==> config.mk <==
export PLATFORM = sky130hd
export DESIGN_NAME = mem_access_ctrl
export DESIGN_NICKNAME = d
export VERILOG_FILES = /design/src/rtl/cpu_mem_pkg.sv /design/src/rtl/mem_lane_unit.sv /design/src/rtl/mem_access_ctrl.sv
export SDC_FILE = /design/constraint.sdc
export NUM_CORES = 1
export LEC_CHECK = 0
export CORE_UTILIZATION = 25
export CTS_CLUSTER_DIAMETER = 150
export DETAILED_ROUTE_END_ITERATION = 6
export MAX_ROUTING_LAYER = met4
export PLACE_DENSITY = 0.58
export REMOVE_ABC_BUFFERS = 1
export SYNTH_ARGS = -nofsm -noshare
export SYNTH_HDL_FRONTEND = slang
export SYNTH_HIERARCHICAL = 1
export SYNTH_SLANG_ARGS = --single-unit
==> constraint.sdc <==
create_clock -name clk -period 6.57 [get_ports clk]
set_input_delay 1.314 -clock clk [delete_from_list [all_inputs] [get_ports clk]]
set_output_delay 1.314 -clock clk [all_outputs]
set_load 0.1 [all_outputs]
==> src/rtl/cpu_mem_pkg.sv <==
// Shared types and lane-order helpers for the CPU memory access path.
package cpu_mem_pkg;

    // Bit 2 of the opcode marks a store.
    typedef enum logic [2:0] {
        LW = 3'd0,
        LH = 3'd1,
        LB = 3'd2,
        SW = 3'd4,
        SH = 3'd5,
        SB = 3'd6
    } mem_op_t;

    typedef enum logic [1:0] {
        IDLE,
        RD_WAIT,
        WRITE,
        RESP
    } mac_state_t;

    // Big-endian lanes: offset 0 lives in the most significant bits.
    localparam logic [4:0] BYTE0_LSB = 5'd24;
    localparam logic [4:0] HALF0_LSB = 5'd16;

    function automatic logic [4:0] byte_lsb(input logic [1:0] off);
        return BYTE0_LSB - {off, 3'b000};
    endfunction

    function automatic logic [4:0] half_lsb(input logic off);
        return HALF0_LSB - {off, 4'b0000};
    endfunction

endpackage

==> src/rtl/mem_lane_unit.sv <==
// Combinational lane logic: load extract/sign-extend, sub-word store merge,
// and alignment check for a request about to be accepted.
module mem_lane_unit
    import cpu_mem_pkg::*;
(
    input  mem_op_t     op,
    input  logic [1:0]  off,
    input  logic [31:0] word,
    input  logic [31:0] wdata,
    input  mem_op_t     chk_op,
    input  logic [1:0]  chk_off,
    output logic [31:0] load_val,
    output logic [31:0] merged,
    output logic        misaligned
);

    logic [7:0]  lane_b;
    logic [15:0] lane_h;

    // Select the addressed lane and sign-extend it for sub-word loads.
    always_comb begin
        lane_b = word[byte_lsb(off) +: 8];
        lane_h = word[half_lsb(off[1]) +: 16];
        case (op)
            LH:      load_val = {{16{lane_h[15]}}, lane_h};
            LB:      load_val = {{24{lane_b[7]}}, lane_b};
            default: load_val = word;
        endcase
    end

    // Replace the addressed lane of the read word with the store data.
    always_comb begin
        merged = word;
        case (op)
            SH:      merged[half_lsb(off[1]) +: 16] = wdata[15:0];
            SB:      merged[byte_lsb(off) +: 8]     = wdata[7:0];
            default: ;
        endcase
    end

    // Word accesses need a 4-byte boundary, halfword accesses a 2-byte one.
    always_comb begin
        case (chk_op)
            LW, SW:  misaligned = (chk_off != 2'b00);
            LH, SH:  misaligned = chk_off[0];
            default: misaligned = 1'b0;
        endcase
    end

endmodule

==> src/rtl/mem_access_ctrl.sv <==
// Sequencer/arbiter for the single shared memory port: data requests beat
// fetches, sub-word stores are done as read-modify-write.
module mem_access_ctrl
    import cpu_mem_pkg::*;
#(
    parameter int ADDR_W  = 32,
    parameter int MEM_LAT = 1
) (
    input  logic              clk,
    input  logic              reset,
    input  logic              if_req,
    input  logic [ADDR_W-1:0] if_addr,
    output logic              if_done,
    input  logic              dm_req,
    input  logic [2:0]        dm_op,
    input  logic [ADDR_W-1:0] dm_addr,
    input  logic [31:0]       dm_wdata,
    output logic              dm_done,
    output logic [31:0]       rdata,
    output logic              err,
    output logic              busy,
    output logic [ADDR_W-1:0] mem_addr,
    output logic              mem_wr,
    output logic [31:0]       mem_wdata,
    input  logic [31:0]       mem_rdata
);

    mac_state_t        state;
    logic [1:0]        cnt;
    mem_op_t           op_q;
    logic [1:0]        off_q;
    logic [31:0]       wdata_q;
    logic              fetch_q;

    mem_op_t           acc_op;
    logic [ADDR_W-1:0] acc_addr;
    logic [31:0]       load_val;
    logic [31:0]       merged;
    logic              misaligned;

    // Request presented for acceptance this cycle: data has priority, a fetch is a plain LW.
    always_comb begin
        acc_op   = dm_req ? mem_op_t'(dm_op) : LW;
        acc_addr = dm_req ? dm_addr : if_addr;
    end

    assign busy = (state != IDLE);

    mem_lane_unit u_lane (
        .op         (op_q),
        .off        (off_q),
        .word       (mem_rdata),
        .wdata      (wdata_q),
        .chk_op     (acc_op),
        .chk_off    (acc_addr[1:0]),
        .load_val   (load_val),
        .merged     (merged),
        .misaligned (misaligned)
    );

    // Main FSM; every output is set on entry to the state that owns it.
    always_ff @(posedge clk or posedge reset) begin
        if (reset) begin
            state     <= IDLE;
            cnt       <= '0;
            op_q      <= LW;
            off_q     <= '0;
            wdata_q   <= '0;
            fetch_q   <= 1'b0;
            mem_addr  <= '0;
            mem_wr    <= 1'b0;
            mem_wdata <= '0;
            rdata     <= '0;
            err       <= 1'b0;
            if_done   <= 1'b0;
            dm_done   <= 1'b0;
        end else begin
            if_done <= 1'b0;
            dm_done <= 1'b0;
            mem_wr  <= 1'b0;
            case (state)
                IDLE: begin
                    err <= 1'b0;
                    if (dm_req || if_req) begin
                        op_q     <= acc_op;
                        off_q    <= acc_addr[1:0];
                        wdata_q  <= dm_wdata;
                        fetch_q  <= !dm_req;
                        mem_addr <= {acc_addr[ADDR_W-1:2], 2'b00};
                        cnt      <= 2'(MEM_LAT - 1);
                        if (misaligned) begin
                            state   <= RESP;
                            rdata   <= '0;
                            err     <= dm_req;
                            dm_done <= dm_req;
                            if_done <= !dm_req;
                        end else if (acc_op == SW) begin
                            state     <= WRITE;
                            mem_wr    <= 1'b1;
                            mem_wdata <= dm_wdata;
                        end else begin
                            state <= RD_WAIT;
                        end
                    end
                end
                RD_WAIT: begin
                    if (cnt == 2'd0) begin
                        if (op_q[2]) begin
                            state     <= WRITE;
                            mem_wr    <= 1'b1;
                            mem_wdata <= merged;
                        end else begin
                            state   <= RESP;
                            rdata   <= load_val;
                            err     <= 1'b0;
                            if_done <= fetch_q;
                            dm_done <= !fetch_q;
                        end
                    end else begin
                        cnt <= cnt - 2'd1;
                    end
                end
                WRITE: begin
                    state   <= RESP;
                    rdata   <= '0;
                    err     <= 1'b0;
                    dm_done <= 1'b1;
                end
                RESP: begin
                    state <= IDLE;
                    err   <= 1'b0;
                end
                default: state <= IDLE;
            endcase
        end
    end

endmodule
[After elaboration in Yosys (flattened, before gate mapping)]
Index checks and enable logic that the tools add are counted.
W data, S select, Z words.
Storage, ports and cells
  flip-flop bits (word level): 124
  logic and storage cells: 107
  input port bits: 135
Cells by class
  equality and inequality tests: 18
  reduce and logical (&&, ||, !) cells: 19
  shift-type cells: 6
  muxes and demuxes: 46
  add/subtract/negate cells: 5
Operator list (number)
  $mux W32: 10
  $pmux W32 S2: 3
  $pmux W32 S3: 1
  $bwmux W32: 2
  $shift A16 B7 Y32 const A: 1
  $shift A8 B7 Y32 const A: 1
  $shiftx A16 B7 Y32: 1
  $shiftx A32 B6 Y16: 1
  $shiftx A32 B6 Y8: 1
  $shiftx A8 B7 Y32: 1
  $mux W1: 16
  $ne A2 B2 Y1 const B: 8
  $neg A5 Y7: 2
  $eq A3 B3 Y1 const B: 4
  $mux W2: 6
  $sub A5 B5 Y5 const A: 2
  $pmux W2 S4: 1
  $eq A3 B1 Y1 const B: 2
  $pmux W1 S2: 3
  $pmux W1 S3: 2
  $reduce_and A2 Y1: 3
  $reduce_and A6 Y1: 1
  $reduce_bool A2 Y1: 3
  $reduce_or A2 Y1: 3
  other kinds (13): 16

[Logic depth before layout (Yosys ltp)]
Gate-level depths: netlist of the first run.
  depth in word-level cells: 8
  gate-level depth with buffers: 10
  mapped depth without buffers: 7

[Hierarchy]
Netlist of the first run, hierarchy kept.
Modules (own cells, without submodules)
  mem_access_ctrl: times used 1, area an instance 6515.0 um^2, seq. area each 3503.4 um^2, cells each 517
  mem_lane_unit: times used 1, area an instance 1640.3 um^2, seq. area each 0.0 um^2, cells each 232

[Worst setup path after synthesis of the first run]
Ideal clock, no wire load.
  path kind: input to register
  start: input port dm_req
  end: register rdata[0]
  setup slack: 3.411 ns
  required time: 6.491 ns
  path buffers: 3
  data arrival time: 3.080 ns
  stages on the path: 10
  setup time: 0.079 ns
  path through: buf_4 -> clkbuf_1 -> and2_1 -> inv_1 -> a21oi_1 -> nor2_1 -> nor2b_1 -> a2111oi_4 -> buf_6 -> mux2i_1
Between the ends
  word-level cells in the longest chain between the ends: 6
  elaborated cells between the ends (all ways): 14
Ends and longest elaborated chain
  start, declared: RTL line mem_access_ctrl.sv:14  | input logic dm_req,
  $mux W3 *: RTL line mem_access_ctrl.sv:43  | acc_op = dm_req ? mem_op_t'(dm_op) : LW;
  via acc_op[0]: RTL line mem_access_ctrl.sv:35  | mem_op_t acc_op;
  $eq A3 B1 Y1, or another cell as far along: RTL line mem_lane_unit.sv:43  | case (chk_op)
  $reduce_or A2 Y1: RTL line mem_lane_unit.sv:43
  $pmux W1 S2 *: RTL line mem_lane_unit.sv:43
  via misaligned: RTL line mem_access_ctrl.sv:39  | logic misaligned;
  $ne A2 B2 Y1 (no source line) *
  $reduce_and A5 Y1 (no source line) *
  end signal, assigned: RTL line mem_access_ctrl.sv:114  | rdata <= load_val;
  end, declared: RTL line mem_access_ctrl.sv:19  | output logic [31:0] rdata,
Mark *: on every way through the listed nets, which the timed path passes. The rest lies on a longest branch.
A chain may end at the register's enable or synchronous reset.

[Worst setup path after layout of the first run]
  start: register state[0]
  end: output port busy
Between the ends
  word-level cells in the longest chain between the ends: 1
Ends and longest elaborated chain
  start, declared: RTL line mem_access_ctrl.sv:28  | mac_state_t state;
  start signal, assigned: RTL line mem_access_ctrl.sv:64  | state <= IDLE;
  start signal, assigned: RTL line mem_access_ctrl.sv:92  | state <= RESP;
  start signal, assigned: RTL line mem_access_ctrl.sv:98  | state <= WRITE;
  $reduce_bool A2 Y1: RTL line mem_access_ctrl.sv:47  | assign busy = (state != IDLE);
  end, declared: RTL line mem_access_ctrl.sv:21  | output logic busy,
No other way between the ends.

==> results of run 1 <==
cell usage in the layout, fill, tap and decap left out, types with 2 or more instances in the layout:
cell type and count:
nor2_1 2, o21ai_0 32, clkbuf_16 17, a221o_1 8
a22o_1 25, dfrtp_1 124, nor2b_1 21, nor3_1 2
o221ai_1 8, nand2b_1 5, a21o_1 19, mux2_2 63
o211ai_1 22, inv_1 52, diode_2 5, nand3_1 16
ha_1 9, mux2i_1 64, a21oi_1 3, and2_1 3
nor3b_1 2, clkdlybuf4s50_1 232, clkinv_4 3, clkbuf_8 3
a31oi_1 17, a22oi_1 7, buf_4 9, clkinvlp_4 5
nand4b_1 2, o21ai_1 3, mux2_4 30, nand2_1 83
or2_2 2, nand3b_1 3, conb_1 2, a32o_1 5
and3b_1 3, bufinv_16 3
state kept, by name, summed over array words and instances (netlist names), 2 cells and up:
register and flops:
mem_wdata 32, off_q 2, op_q 3, cnt 2
state 2, mem_addr 30, wdata_q 16, rdata 32
area by class of cell:
class,instances,share of cell area [%]
Antenna cell,5,0.116
Clock buffer,20,4.33
Clock inverter,12,1.51
Inverter,53,1.87
Multi-Input combinational cell,484,36.7
Sequential cell,124,28.8
Tap cell,390,4.53
Timing Repair Buffer,242,22.2
worst max-delay path, cell delays in order (launching register included):
cell and delay [ps]:
dfrtp_1 400, inv_1 100, ha_1 370, inv_1 170, clkdlybuf4s50_1 1170
per-layer routing:
| layer | vias to the layer above | share of wire (%) | global-route usage, % |
|---|---|---|---|
| li1 | 2988 | - | - |
| met1 | 2901 | 44 | 21.4 |
| met2 | 281 | 45 | 24.8 |
| met3 | 21 | 9.4 | 5.12 |
| met4 | 0 | 1.1 | 4.49 |
| met5 | - | 0 | - |
per-stage QoR:
step / instance area [µm²] / utilization (%) / hold WS [ps]
final: 10800 / 36.3 / 481
after floorplan: 7240 / - / 465
after detailed placement: 10100 / 34.1 / 474
after global placement: 10100 / 34.1 / 460
after global routing: 10800 / 36.3 / 503
after CTS: 10800 / 36.2 / 486
final timing paths:
path                                           from                         to  slack [ps]  cells after the start
max                            state[0]$_DFFE_PP0P_                       busy        2630                      4
min                        mem_addr[22]$_DFFE_PP0P_   mem_addr[22]$_DFFE_PP0P_         480                      2
max reg2reg                     op_q[2]$_DFFE_PP0P_  mem_wdata[19]$_DFFE_PP0P_        3350                      5
min reg2reg                mem_addr[22]$_DFFE_PP0P_   mem_addr[22]$_DFFE_PP0P_         480                      2
max in group asynchronous                     reset       rdata[5]$_DFFE_PP0P_        4360                      3
min in group asynchronous                     reset   mem_addr[19]$_DFFE_PP0P_        1140                      2
==> impl_metrics.toml, run 1 <==
[clock_network]
clockBufferDepth = 2
cts_root_buf = "clkbuf_16"
clock_latency_ps = 420
cts_tree = "done"
cts_resized = 0
htree_num_levels = 4
clk_pin_slew_ps = 60
postCtsSetupRepairBufs = 0
cts_sinks = 124
numCtsBuffers = 17
holdBufCountCts = 0

[cells_and_area]
fin_cells = 1330
area_growth_pct = 42.5
multi_input_area_um2 = 3950
final_nets = 1067
drive_gt1_share_pct = 16.3
nFillCells = 3006
seq_area_um2 = 3100

[drt]
dr.pass1.iters = 5
drcViolationCount = 0
wire_per_inst_um = 18.2
routed_wl_um = 24100
vias = 6191
postRouteAntennaNets = 0
viasPerCell = 4.65
drtIter0Drc = 354

[placed_design]
port_buffers = 233
gp_congestion = 0.810
post-place-cells = 1293
pre_cts_ws_ps = 2240
dp_hpwl_um = 18000

[global_routing]
antenna_found_initial = 5
grtUsageTotal_pct = 16.5
grt_max_degree = 71
grt_pass1_vias = 6374
grt_pass1_wl_um = 37600
grt_overflow_total = 0

[floorplanning]
die_height_um = 176
fp.dieW_um = 176
core_area_um2 = 29700
die_area_um2 = 31000
rows = 63
ioPinCount = 236
start_util_pct = 25.5

[sta]
maxSlewViolCount = 0
slew_headroom_pct = 21.6
finalSetupTns_ps = 0
layout_min_cycle_time_ps = 3940
fmax_mhz = 254
rsz0062_at_grt = "no"
finalWorstSetupSlack_ps = 2630
hold_viol_final = 0
min_period_over_period_pct = 60.0
worstMarginPinSlew_ps = 1170
setup_violations = 0
clock-skew-final_ps = 10.7

[synth]
yosysWarnings = 6
syn_area_um2 = 7570
synthCells = 716
syn_area_per_cell_um2 = 10.6

[run_status]
outcome = "finished clean"

[worst_setup_path]
cp_data_required_time_ps = 5260
crit_type = "reg2out"
arrival_ps = 2630
path_max_fanout = 13
cp-end-kind = "primary output"
startpoint_type = "register"

[job]
maxCapViolCount = 0

[hold_path]
hp-class = "reg2reg"
Power of run 1 is not shown: default switching activity piles up to over one toggle a cycle in this logic, so the estimate is an artifact.
==> inputs of run 2 (changes only) <==
==> constraint.sdc (replaced) <==
create_clock -name clk -period 3.8 [get_ports clk]
set_input_delay 0.76 -clock clk [delete_from_list [all_inputs] [get_ports clk]]
set_output_delay 0.76 -clock clk [all_outputs]
set_load 0.1 [all_outputs]
==> run 2 against run 1 <==
Effect of this change: clock skew about the same; non-clock buffer count rose by 6; register-to-register slack lost 2200 ps; global-route usage is essentially flat; routed wire length grew 0.60%; critical path depth shrank 3; die area unchanged; first-iteration DRC count is 3.1% lower; via count rose by 1.2%; hold slack worse by 4.9 ps; utilization increased by 0.18 points.
==> impl_metrics.toml, run 2 (synthesized netlist as in run 1, its figures left out) <==
[worst_setup_path]
cp_data_required_time_ps = 3040
ff2ff_path_depth = 5
slowest_stage = "clkdlybuf4s50_1"
path_max_fanout = 2
path_cells = "clkdlybuf4s50_1"
cp-end-kind = "primary output"
crit_buf_inv = 1
r2r-end = "mem_wdata[0]$_DFFE_PP0P_"
cp_top_family = "buffers and inverters"
r2r_start = "op_q[1]$_DFFE_PP0P_"
arrival_ps = 1980
crit_type = "reg2out"
r2r_setup_slack_ps = 1170
max_stage_delay_ps = 1160
startpoint_type = "register"

[floorplanning]
die_height_um = 176
start_util_pct = 25.5
ioPinCount = 236
die_area_um2 = 31000
rows = 63
core_area_um2 = 29700
fp.dieW_um = 176

[sta]
rsz0062_at_grt = "no"
worstMarginPinSlew_ps = 1060
fmax_mhz = 365
min_period_over_period_pct = 72.0
finalSetupTns_ps = 0
setup_violations = 0
hold_viol_final = 0
maxSlewViolCount = 0
clock-skew-final_ps = 10.6
fin_hold_ws_ps = 476
slew_headroom_pct = 29.4
layout_min_cycle_time_ps = 2740

[drt]
vias = 6267
drcViolationCount = 0
drtIter0Drc = 343
dr.pass1.iters = 5
viasPerCell = 4.69
routed_wl_um = 24300
postRouteAntennaNets = 0
wire_per_inst_um = 18.2

[cells_and_area]
drive_gt1_share_pct = 16.9
mostFrequentLayoutCells = "clkdlybuf4s50_1, dfrtp_1, nand2_1, mux2i_1, mux2_2"
area_growth_pct = 43.2
largestRegisters = "mem_wdata: 32 flops, rdata: 32 flops, mem_addr: 30 flops"
final_nets = 1073
final_common_cell = "clkdlybuf4s50_1"

[hold_path]
hp-class = "reg2reg"
worstHoldStart = "mem_addr[27]$_DFFE_PP0P_"
hold_path_end = "mem_addr[27]$_DFFE_PP0P_"
hold_depth = 2

[placed_design]
dp_hpwl_um = 18000
gp_congestion = 0.807
port_buffers = 233

[clock_network]
cts_resized = 0
postCtsSetupRepairBufs = 0
cts_sinks = 124
cts_root_buf = "clkbuf_16"
holdBufCountCts = 0
numCtsBuffers = 17
clockBufferDepth = 2
clock_latency_ps = 420
clk_pin_slew_ps = 60
htree_num_levels = 4
cts_tree = "done"

[run_status]
outcome = "finished clean"

[global_routing]
grt_overflow_total = 0
grtUsageTotal_pct = 16.5
grt_pass1_wl_um = 37500
grt_pass1_vias = 6379
antenna_found_initial = 4
grt_max_degree = 62

[job]
maxCapViolCount = 0
==> run 2: cell types whose count changed in the layout (fill, tap and decap cells not counted), sizes merged <==
cell	before	now
buf	10	18
clkdlybuf4s50	232	230
inv	54	56
clkbuf	20	19
clkinvlp	5	4
diode	5	4
==> run 2: how the worst max path moves through the flow <==
stage	start	to	slack [ps]	cells past startpoint
2_1_floorplan	reset	cnt[0]$_DFFE_PP0P_	-260	1
3_3_place_gp	dm_op[0]	rdata[19]$_DFFE_PP0P_	760	9
3_5_place_dp	dm_req	rdata[7]$_DFFE_PP0P_	710	8
4_1_cts	rdata[9]$_DFFE_PP0P_	rdata[9]	1030	1
5_1_grt	dm_req	rdata[8]$_DFFE_PP0P_	910	8
6_report	rdata[7]$_DFFE_PP0P_	rdata[7]	1060	1
==> run 2: layout make-up <==
| class | instances | area (µm²) |
|---|---|---|
| antenna | 4 | 10.0 |
| clock buffer | 19 | 443 |
| clock inverter | 13 | 165 |
| fill | 2960 | 18900 |
| inverter | 53 | 201 |
| multi-input combinational | 484 | 3950 |
| sequential | 124 | 3100 |
| tap | 390 | 488 |
| timing repair buffer | 248 | 2470 |
==> run 2: worst min-delay path, cell delays in order (launching register included) <==
cell and delay, ps:
dfrtp_1 340, nand2_1 40, o21ai_0 60
==> run 2: through the flow <==
step | setup WS (ps) | instance area, µm² | utilization [%] | instances
CTS | 1030 | 10800 | 36.4 | 1331
floorplan | -259 | 7240 | - | 661
detailed placement | 711 | 10200 | 34.4 | 1299
global route | 905 | 10800 | 36.5 | 1335
finish | 1060 | 10800 | 36.5 | 1335
global placement | 756 | 10200 | 34.4 | 1299
==> run 2: per-layer routing <==
layer	wire (µm)	up-vias	GRT usage, %
li1	-	3000	-
met1	11200	2978	21.8
met2	10900	269	24.6
met3	1950	20	4.87
met4	259	0	4.35
met5	0	-	-
Power of run 2 is left out for the same reason.
==> inputs of run 3 (changes only) <==
--- a/config.mk
+++ b/config.mk
@@ -9,7 +9,7 @@
 export CTS_CLUSTER_DIAMETER = 150
 export DETAILED_ROUTE_END_ITERATION = 6
 export MAX_ROUTING_LAYER = met4
-export PLACE_DENSITY = 0.58
+export PLACE_DENSITY = 0.59
 export REMOVE_ABC_BUFFERS = 1
 export SYNTH_ARGS = -nofsm -noshare
 export SYNTH_HDL_FRONTEND = slang
==> constraint.sdc (replaced) <==
create_clock -name clk -period 2.5 [get_ports clk]
set_input_delay 0.5 -clock clk [delete_from_list [all_inputs] [get_ports clk]]
set_output_delay 0.5 -clock clk [all_outputs]
set_load 0.1 [all_outputs]
==> run 3 against run 2 <==
Effect of this change: final cell count grew 2.2%; utilization grew 0.097 points; die area is the same; critical path type is now reg2reg; non-clock buffer count grew 32; worst setup slack lost 900 ps; flip-flop and latch count is the same; clock-buffer cell count is the same; critical path depth grew 5; hold slack lost 100 ps.
==> impl_metrics.toml, run 3 (synthesized netlist as in run 1, its figures left out) <==
[run_status]
outcome = "finished clean"

[clock_network]
cts_root_buf = "clkbuf_16"
clock_latency_ps = 430
cts_sinks = 124
numCtsBuffers = 17
htree_num_levels = 4
holdBufCountCts = 0
cts_tree = "done"
clockBufferDepth = 2
clk_pin_slew_ps = 60

[worst_setup_path]
path_max_fanout = 11
max_stage_delay_ps = 570
crit_buf_inv = 1
cp_top_family = "simple AND/OR/NAND/NOR gates"
cp-end-kind = "register"
crit_cells = 6
path_cells = "buf_4 -> nor4bb_1 -> a21o_1 -> o221ai_1 -> mux2_2 -> mux2_4"
cp_data_required_time_ps = 2800
crit_type = "reg2reg"
ff2ff_path_depth = 6
slowest_stage = "nor4bb_1"
arrival_ps = 2640
startpoint_type = "register"

[hold_path]
hp-class = "in2async"

[floorplanning]
die_height_um = 176
fp.dieW_um = 176
die_area_um2 = 31000
start_util_pct = 25.5
ioPinCount = 236
core_area_um2 = 29700
rows = 63

[drt]
drtIter0Drc = 441
drcViolationCount = 0
vias = 6436
dr.pass1.iters = 5
postRouteAntennaNets = 0
wire_per_inst_um = 18.6
viasPerCell = 4.72
routed_wl_um = 25300

[cells_and_area]
drive_gt1_share_pct = 29.6
final_common_cell = "buf_4"
nFillCells = 3004
fin_cells = 1365
largestRegisters = "mem_wdata: 32 flops, rdata: 32 flops, mem_addr: 30 flops"
final_nets = 1105
utilization_pct = 36.6
area_growth_pct = 43.5
mostFrequentLayoutCells = "buf_4, clkdlybuf4s50_1, dfrtp_1, nand2_1, mux2i_1"

[global_routing]
grt_overflow_total = 0
grt_pass1_wl_um = 38800
use_met1_pct = 21.6
grt_pass1_vias = 6520
grtUsageMet2_pct = 27.6
grtUsageTotal_pct = 17.2
top_usage_layer = "met2"
gr-usage-met3_pct = 4.29
antenna_found_initial = 3
grt_max_degree = 65

[sta]
slew_headroom_pct = 51.8
worstMarginPinSlew_ps = 721
setup_violations = 0
hold_viol_final = 0
rsz0062_at_grt = "no"
fmax_mhz = 427
maxSlewViolCount = 0
layout_min_cycle_time_ps = 2340
clock-skew-final_ps = 10.5
min_period_over_period_pct = 93.6
fin_hold_ws_ps = 374

[placed_design]
gp_congestion = 0.863
dp_hpwl_um = 19500
port_buffers = 233
post-place-cells = 1331

[job]
maxCapViolCount = 0
run 3: cell count changes in the layout (fill, tap and decap cells not counted), sizes merged:
cell	previous run	this run
buf	18	147
diode	4	3
inv	56	53
clkdlybuf4s50	230	133
clkinv	3	5
run 3: through the flow:
stage / setup WS (ps) / TNS, ps / area (µm²)
after global routing: 56.4 / 0 / 10900
after CTS: 96.2 / 0 / 10800
after floorplan: -1300 / -235380 / 7240
after detailed placement: -34.1 / -423 / 10300
final: 160 / 0 / 10900
after global placement: -16.6 / -325 / 10300
run 3: final timing paths:
check,startpoint,slack (ps),endpoint
max,off_q[1]$_DFFE_PP0P_,160,mem_wdata[28]$_DFFE_PP0P_
min,reset,370,mem_addr[4]$_DFFE_PP0P_
max reg2reg,off_q[1]$_DFFE_PP0P_,160,mem_wdata[28]$_DFFE_PP0P_
min reg2reg,mem_addr[2]$_DFFE_PP0P_,480,mem_addr[2]$_DFFE_PP0P_
max in group asynchronous,reset,1520,wdata_q[6]$_DFFE_PP0P_
min in group clk,mem_addr[2]$_DFFE_PP0P_,480,mem_addr[2]$_DFFE_PP0P_
run 3: timing repair:
action,CTS,global route
endpoints found under the setup margin,0,14
buffers inserted,0,0
resized for setup,0,2
run 3: worst reg2reg max path, cell delays in order (launching register included):
cell      delay (ps)
dfrtp_1          380
buf_4            180
nor4bb_1         570
a21o_1           340
o221ai_1         210
mux2_2           300
mux2_4           250
run 3: metal layers:
metal / routed length, µm / part of all wire, %
met1: 11100 / 44
met2: 12000 / 47
met3: 1850 / 7.3
met4: 395 / 1.6
met5: 0 / 0
run 3: cell type report:
cell class	instances	area [µm²]	area share (%)
well taps	390	488	4.49
inverters	53	201	1.85
clock inverters	12	149	1.37
multi-input cells	484	3960	36.5
repair buffers	280	2520	23.2
diodes	3	7.51	0.0691
clock buffers	19	433	3.98
flip-flops and latches	124	3100	28.6
Power of run 3 is left out for the same reason.
